File: src/rtl/dfr_pkg.sv
// Shared constants and helpers for the RAM port arbiter and its requesters.
package dfr_pkg;

    localparam int unsigned NUM_REQ  = 3;
    localparam int unsigned REQ_HOST = 0;
    localparam int unsigned REQ_RES  = 1;
    localparam int unsigned REQ_MM   = 2;

    typedef enum logic [0:0] {
        StIdle,
        StGrant
    } arb_state_e;

    // Requester index reached by stepping 'off' places forward from 'base', wrapping at NUM_REQ.
    function automatic logic [1:0] req_wrap(input logic [1:0] base, input int unsigned off);
        int unsigned sum;
        sum = 32'(base) + off;
        return 2'(sum % NUM_REQ);
    endfunction

endpackage

File: src/rtl/rr_priority_picker.sv
// Cyclic first-set search: returns the first asserted request at or after ptr.
module rr_priority_picker
    import dfr_pkg::*;
(
    input  logic [2:0] req,
    input  logic [1:0] ptr,
    output logic       valid,
    output logic [1:0] idx
);

    logic [1:0] cand;

    assign valid = |req;

    // Scan from the farthest candidate back to ptr so the nearest set request wins.
    always_comb begin
        idx  = 2'd0;
        cand = 2'd0;
        for (int k = NUM_REQ - 1; k >= 0; k--) begin
            cand = req_wrap(ptr, unsigned'(k));
            if (req[cand]) begin
                idx = cand;
            end
        end
    end

endmodule

File: src/rtl/ram_port_arbiter.sv
// Three-requester arbiter in front of a single-port synchronous RAM.
// Round-robin with optional host priority, bounded bursts while others wait.
module ram_port_arbiter
    import dfr_pkg::*;
#(
    parameter int unsigned ADDR_WIDTH = 16,
    parameter int unsigned DATA_WIDTH = 32,
    parameter int unsigned MAX_BURST  = 16
) (
    input  logic                          clk,
    input  logic                          rst,
    input  logic                          host_prio,
    input  logic [NUM_REQ-1:0]            req,
    input  logic [NUM_REQ-1:0]            wen,
    input  logic [NUM_REQ*ADDR_WIDTH-1:0] addr,
    input  logic [NUM_REQ*DATA_WIDTH-1:0] din,
    output logic [NUM_REQ-1:0]            gnt,
    output logic [NUM_REQ-1:0]            rvalid,
    output logic [DATA_WIDTH-1:0]         rdata,
    output logic                          ram_wen,
    output logic [ADDR_WIDTH-1:0]         ram_addr,
    output logic [DATA_WIDTH-1:0]         ram_din,
    input  logic [DATA_WIDTH-1:0]         ram_dout,
    output logic                          arb_busy
);

    localparam int unsigned CNT_W = $clog2(MAX_BURST + 1);

    arb_state_e             state_q, state_d;
    logic [1:0]             owner_q, owner_d;
    logic [1:0]             rr_ptr_q, rr_ptr_d;
    logic [CNT_W-1:0]       beat_cnt_q, beat_cnt_d;
    logic [NUM_REQ-1:0]     rvalid_q, rvalid_d;

    logic                   pick_valid;
    logic [1:0]             pick_idx;
    logic                   beat;
    logic                   others_req;
    logic [CNT_W-1:0]       cnt_inc;
    logic [NUM_REQ-1:0]     owner_mask;
    logic [ADDR_WIDTH-1:0]  addr_arr [NUM_REQ];
    logic [DATA_WIDTH-1:0]  din_arr  [NUM_REQ];

    rr_priority_picker u_picker (
        .req   (req),
        .ptr   (rr_ptr_q),
        .valid (pick_valid),
        .idx   (pick_idx)
    );

    // Unpack per-requester address and write-data slices.
    always_comb begin
        for (int i = 0; i < NUM_REQ; i++) begin
            addr_arr[i] = addr[i*ADDR_WIDTH +: ADDR_WIDTH];
            din_arr[i]  = din[i*DATA_WIDTH +: DATA_WIDTH];
        end
    end

    assign beat       = (state_q == StGrant) && req[owner_q];
    assign owner_mask = 3'b001 << owner_q;
    assign others_req = |(req & ~owner_mask);
    assign cnt_inc    = beat_cnt_q + 1'b1;

    // State register: FSM, owner, round-robin pointer, burst counter, read-valid pipe.
    always_ff @(posedge clk or posedge rst) begin
        if (rst) begin
            state_q    <= StIdle;
            owner_q    <= 2'(REQ_HOST);
            rr_ptr_q   <= 2'd0;
            beat_cnt_q <= '0;
            rvalid_q   <= '0;
        end else begin
            state_q    <= state_d;
            owner_q    <= owner_d;
            rr_ptr_q   <= rr_ptr_d;
            beat_cnt_q <= beat_cnt_d;
            rvalid_q   <= rvalid_d;
        end
    end

    // Next-state: arbitrate in IDLE, count beats and decide on release in GRANT.
    always_comb begin
        state_d    = state_q;
        owner_d    = owner_q;
        rr_ptr_d   = rr_ptr_q;
        beat_cnt_d = beat_cnt_q;
        rvalid_d   = '0;
        case (state_q)
            StIdle: begin
                if (pick_valid) begin
                    state_d    = StGrant;
                    owner_d    = (host_prio && req[REQ_HOST]) ? 2'(REQ_HOST) : pick_idx;
                    beat_cnt_d = '0;
                end
            end
            StGrant: begin
                if (!beat) begin
                    state_d  = StIdle;
                    rr_ptr_d = req_wrap(owner_q, 1);
                end else begin
                    rvalid_d[owner_q] = ~wen[owner_q];
                    if (cnt_inc == CNT_W'(MAX_BURST)) begin
                        // Burst limit only forces a handover when someone else is waiting.
                        beat_cnt_d = '0;
                        if (others_req) begin
                            state_d  = StIdle;
                            rr_ptr_d = req_wrap(owner_q, 1);
                        end
                    end else begin
                        beat_cnt_d = cnt_inc;
                    end
                end
            end
        endcase
    end

    // Outputs: steer the owner's controls to the RAM only during a beat.
    always_comb begin
        gnt      = '0;
        ram_wen  = 1'b0;
        ram_addr = '0;
        ram_din  = '0;
        if (beat) begin
            gnt[owner_q] = 1'b1;
            ram_wen      = wen[owner_q];
            ram_addr     = addr_arr[owner_q];
            ram_din      = din_arr[owner_q];
        end
    end

    assign arb_busy = (state_q == StGrant);
    assign rvalid   = rvalid_q;
    assign rdata    = ram_dout;

endmodule

File: config.mk
export PLATFORM = sky130hd
export DESIGN_NAME = ram_port_arbiter
export DESIGN_NICKNAME = d
export VERILOG_FILES = /design/src/rtl/dfr_pkg.sv /design/src/rtl/rr_priority_picker.sv /design/src/rtl/ram_port_arbiter.sv
export SDC_FILE = /design/constraint.sdc
export NUM_CORES = 1
export LEC_CHECK = 0
export ABC_AREA = 1
export CORE_AREA = 5 5 103 105
export DETAILED_ROUTE_END_ITERATION = 10
export DIE_AREA = 0 0 108 110
export PLACE_DENSITY = 0.75
export SYNTH_ARGS = -nofsm -noshare
export SYNTH_HDL_FRONTEND = slang
export SYNTH_SLANG_ARGS = --single-unit
File: constraint.sdc
create_clock -name clk -period 3.09 [get_ports clk]
set_clock_uncertainty 0.2 [all_clocks]
set_input_delay 0.4635 -clock clk [delete_from_list [all_inputs] [get_ports clk]]
set_output_delay 0.4635 -clock clk [all_outputs]
set_load 0.1 [all_outputs]
==> out/metrics.csv <==
metric,value,unit
status,"complete, no violations",
final WL,11.0,mm
Tmin final,2.79,ns
post-CTS setup repair buffer count,0,
Crit-path slowest cell,clkdlybuf4s50_1,
initial antenna violation count,0,
CP max FO,31,
Slew HR,0.651,
# placed instances,662,
ys flop type,dfrtp_1,
Worst-path clk slew,0.05,ns
Mean Syn Cell Area,6.13,µm²
Layout Nets,726,
number of max-cap violations,0,
Synth Register Bits,13,
Hold Crit Depth,2,
crit path capture type,output pin,
die area,0.0119,mm²
reg2reg path depth,11,
r2r startpoint,owner_q[1]$_DFFE_PP0P_,
final hold vios,0,
RSZ-0062 raised after global routing,no,
hold path startpoint,rr_ptr_q[0]$_DFFE_PP0P_,
"commonest non-fill, non-tap cell in the layout",clkdlybuf4s50_1,
WL per Instance,16.5,µm
Clock Latency Late Sink,0.25,ns
DRT Pass-1 Iters,4,
Setup CP Type,in -> out,
# port buffers,208,
Worst Setup Start Kind,input port,
CTS tree,yes,
largest net degree at the start of global routing,32,
Fmax,358,MHz
Mapped Cells,372,
dpl cell area,0.00477,mm²
Final Cell Area,0.00481,mm²
total track usage,0.174,
r2r setup slk,0.72,ns
post_cts resized,0,
layout cell share with drive strength beyond 1,0.159,
htree depth,1,
Non-Filler Instances,666,
worst path bufs/invs,4,
DP HPWL,8.97,mm
Num CTS Buffers,3,
DRT iter0 DRCs,109,
Ports,273,
Worst EP required,2.43,ns
Crit path largest cell delay,0.54,ns
routability cong.,0.868,
top layer in use,met4,
DRT met1 WL,3.92,mm
setup violators final,0,
top cell family by delay on the critical path,buffers and inverters,
register area share after synthesis,0.143,
worst hold path endpoint,rr_ptr_q[0]$_DFFE_PP0P_,
Placement Rows,36,
wire length on met2,5.89,mm
Reg2Reg Capture Point,rr_ptr_q[0]$_DFFE_PP0P_,
WP data arrival,2.13,ns
# DRC,0,
first-pass GRT wire length,16.6,mm
vias in the first global route,3380,
Fin Setup TNS,0,ns
class of the worst hold path,reg -> reg,
Post-Syn Area,0.00228,mm²
worst slew pin tran,0.523,ns
most frequent cells in the layout,"clkdlybuf4s50_1, nor2_1, buf_12",
WHS,0.329,ns
crit path cell chain,"clkdlybuf4s50_1, inv_1, nand2_1, nand3_1, nand2_1, nand2_2, buf_12, nor2_1, buf_12",
synth unique cells,22,
ys async rst share,1.00,
Vias,3278,
area grow syn2layout,111,%
Clock Root Buffer,clkbuf_8,
maximum clock path buffer count,2,
Final ANT Viol Nets,0,
ANT cells,0,
Vias/cell,4.92,
clk sinks,13,
syn_nets,564,
"EDFF count, synth",0,
Post-CTS Hold Fix Bufs,0,
Synth Warn #,0,
period utilization,0.903,
Core ar.,0.00955,mm²
Die W,108,µm
die height,110,µm
met3 wire length,1.01,mm
total congestion overflow,0,
initial core utilization,0.239,
final slew viol count,0,
==> stage by stage <==
stage / utilization / setup WS (ns)
after CTS: 0.504 / 0.271
after floorplan: - / -0.438
final: 0.504 / 0.300
after detailed placement: 0.499 / 0.304
after global routing: 0.504 / 0.154
after global placement: 0.499 / 0.375
==> registers in the layout, indices dropped and copies added, names as in the netlist <==
name	count
beat_cnt_q	5
owner_q	2
rvalid	3
rr_ptr_q	2
arb_busy	1
==> worst reg2reg max path, stage by stage, from the launching register on <==
cell and delay (ns):
dfrtp_1 0.40, inv_2 0.39, buf_4 0.36, ha_1 0.22
inv_1 0.07, nand2_1 0.05, o21ai_0 0.08, nor2_1 0.12
nand3_1 0.15, nand3_1 0.15, nand2_1 0.07, nand2_1 0.05
==> area by class of cell <==
| cell class | instances | area [µm²] |
|---|---|---|
| fillers | 908 | 4740 |
| clock buffers | 4 | 45.0 |
| inverters | 19 | 71.3 |
| multi-input cells | 280 | 1520 |
| flip-flops and latches | 13 | 325 |
| well taps | 133 | 166 |
| repair buffers | 217 | 2690 |
==> layer usage <==
layer | GRT usage | up-vias
met5 | 0 | -
met3 | 0.0652 | 19
met2 | 0.339 | 142
met4 | 0.0370 | 0
met1 | 0.177 | 1559
li1 | - | 1558
==> synth_stat cells, types with 3 or more instances <==
library cell	n	area share
nor2_1	103	0.17
o21ai_0	53	0.12
a2bb2oi_1	48	0.18
nand2_1	35	0.058
buf_4	32	0.11
clkbuf_1	18	0.030
inv_1	16	0.026
dfrtp_1	13	0.14
nand3_1	11	0.024
a21oi_1	7	0.015
ha_1	7	0.038
buf_6	6	0.030
nand4_1	5	0.014
nor3_1	5	0.011
buf_2	4	0.0088
inv_2	3	0.0049
==> how the worst max path moves through the flow <==
stage               cells after the start  slack (ns)          end                    from
detailed placement                      9        0.30  ram_din[15]                  req[1]
floorplan                               5       -0.44  ram_addr[0]      arb_busy$_DFF_PP0_
finish                                  9        0.30  ram_din[15]                  req[0]
global route                            6        0.15  ram_din[17]  owner_q[1]$_DFFE_PP0P_
CTS                                     6        0.27  ram_din[24]  owner_q[1]$_DFFE_PP0P_
global placement                        9        0.38  ram_din[24]                  req[1]
==> cells by family (layout without fill, tap and decap cells) <==
family / after synthesis / in the layout / share of synthesized area
compound gates: 111 / 111 / 0.327
buf+inv: 79 / 240 / 0.205
flops: 13 / 13 / 0.143
simple gates: 162 / 162 / 0.287
fa+ha+maj: 7 / 7 / 0.0384
Power is left out: the tool's default activity adds up to more than one toggle a clock period on the data nets, which glitch-free logic cannot reach.
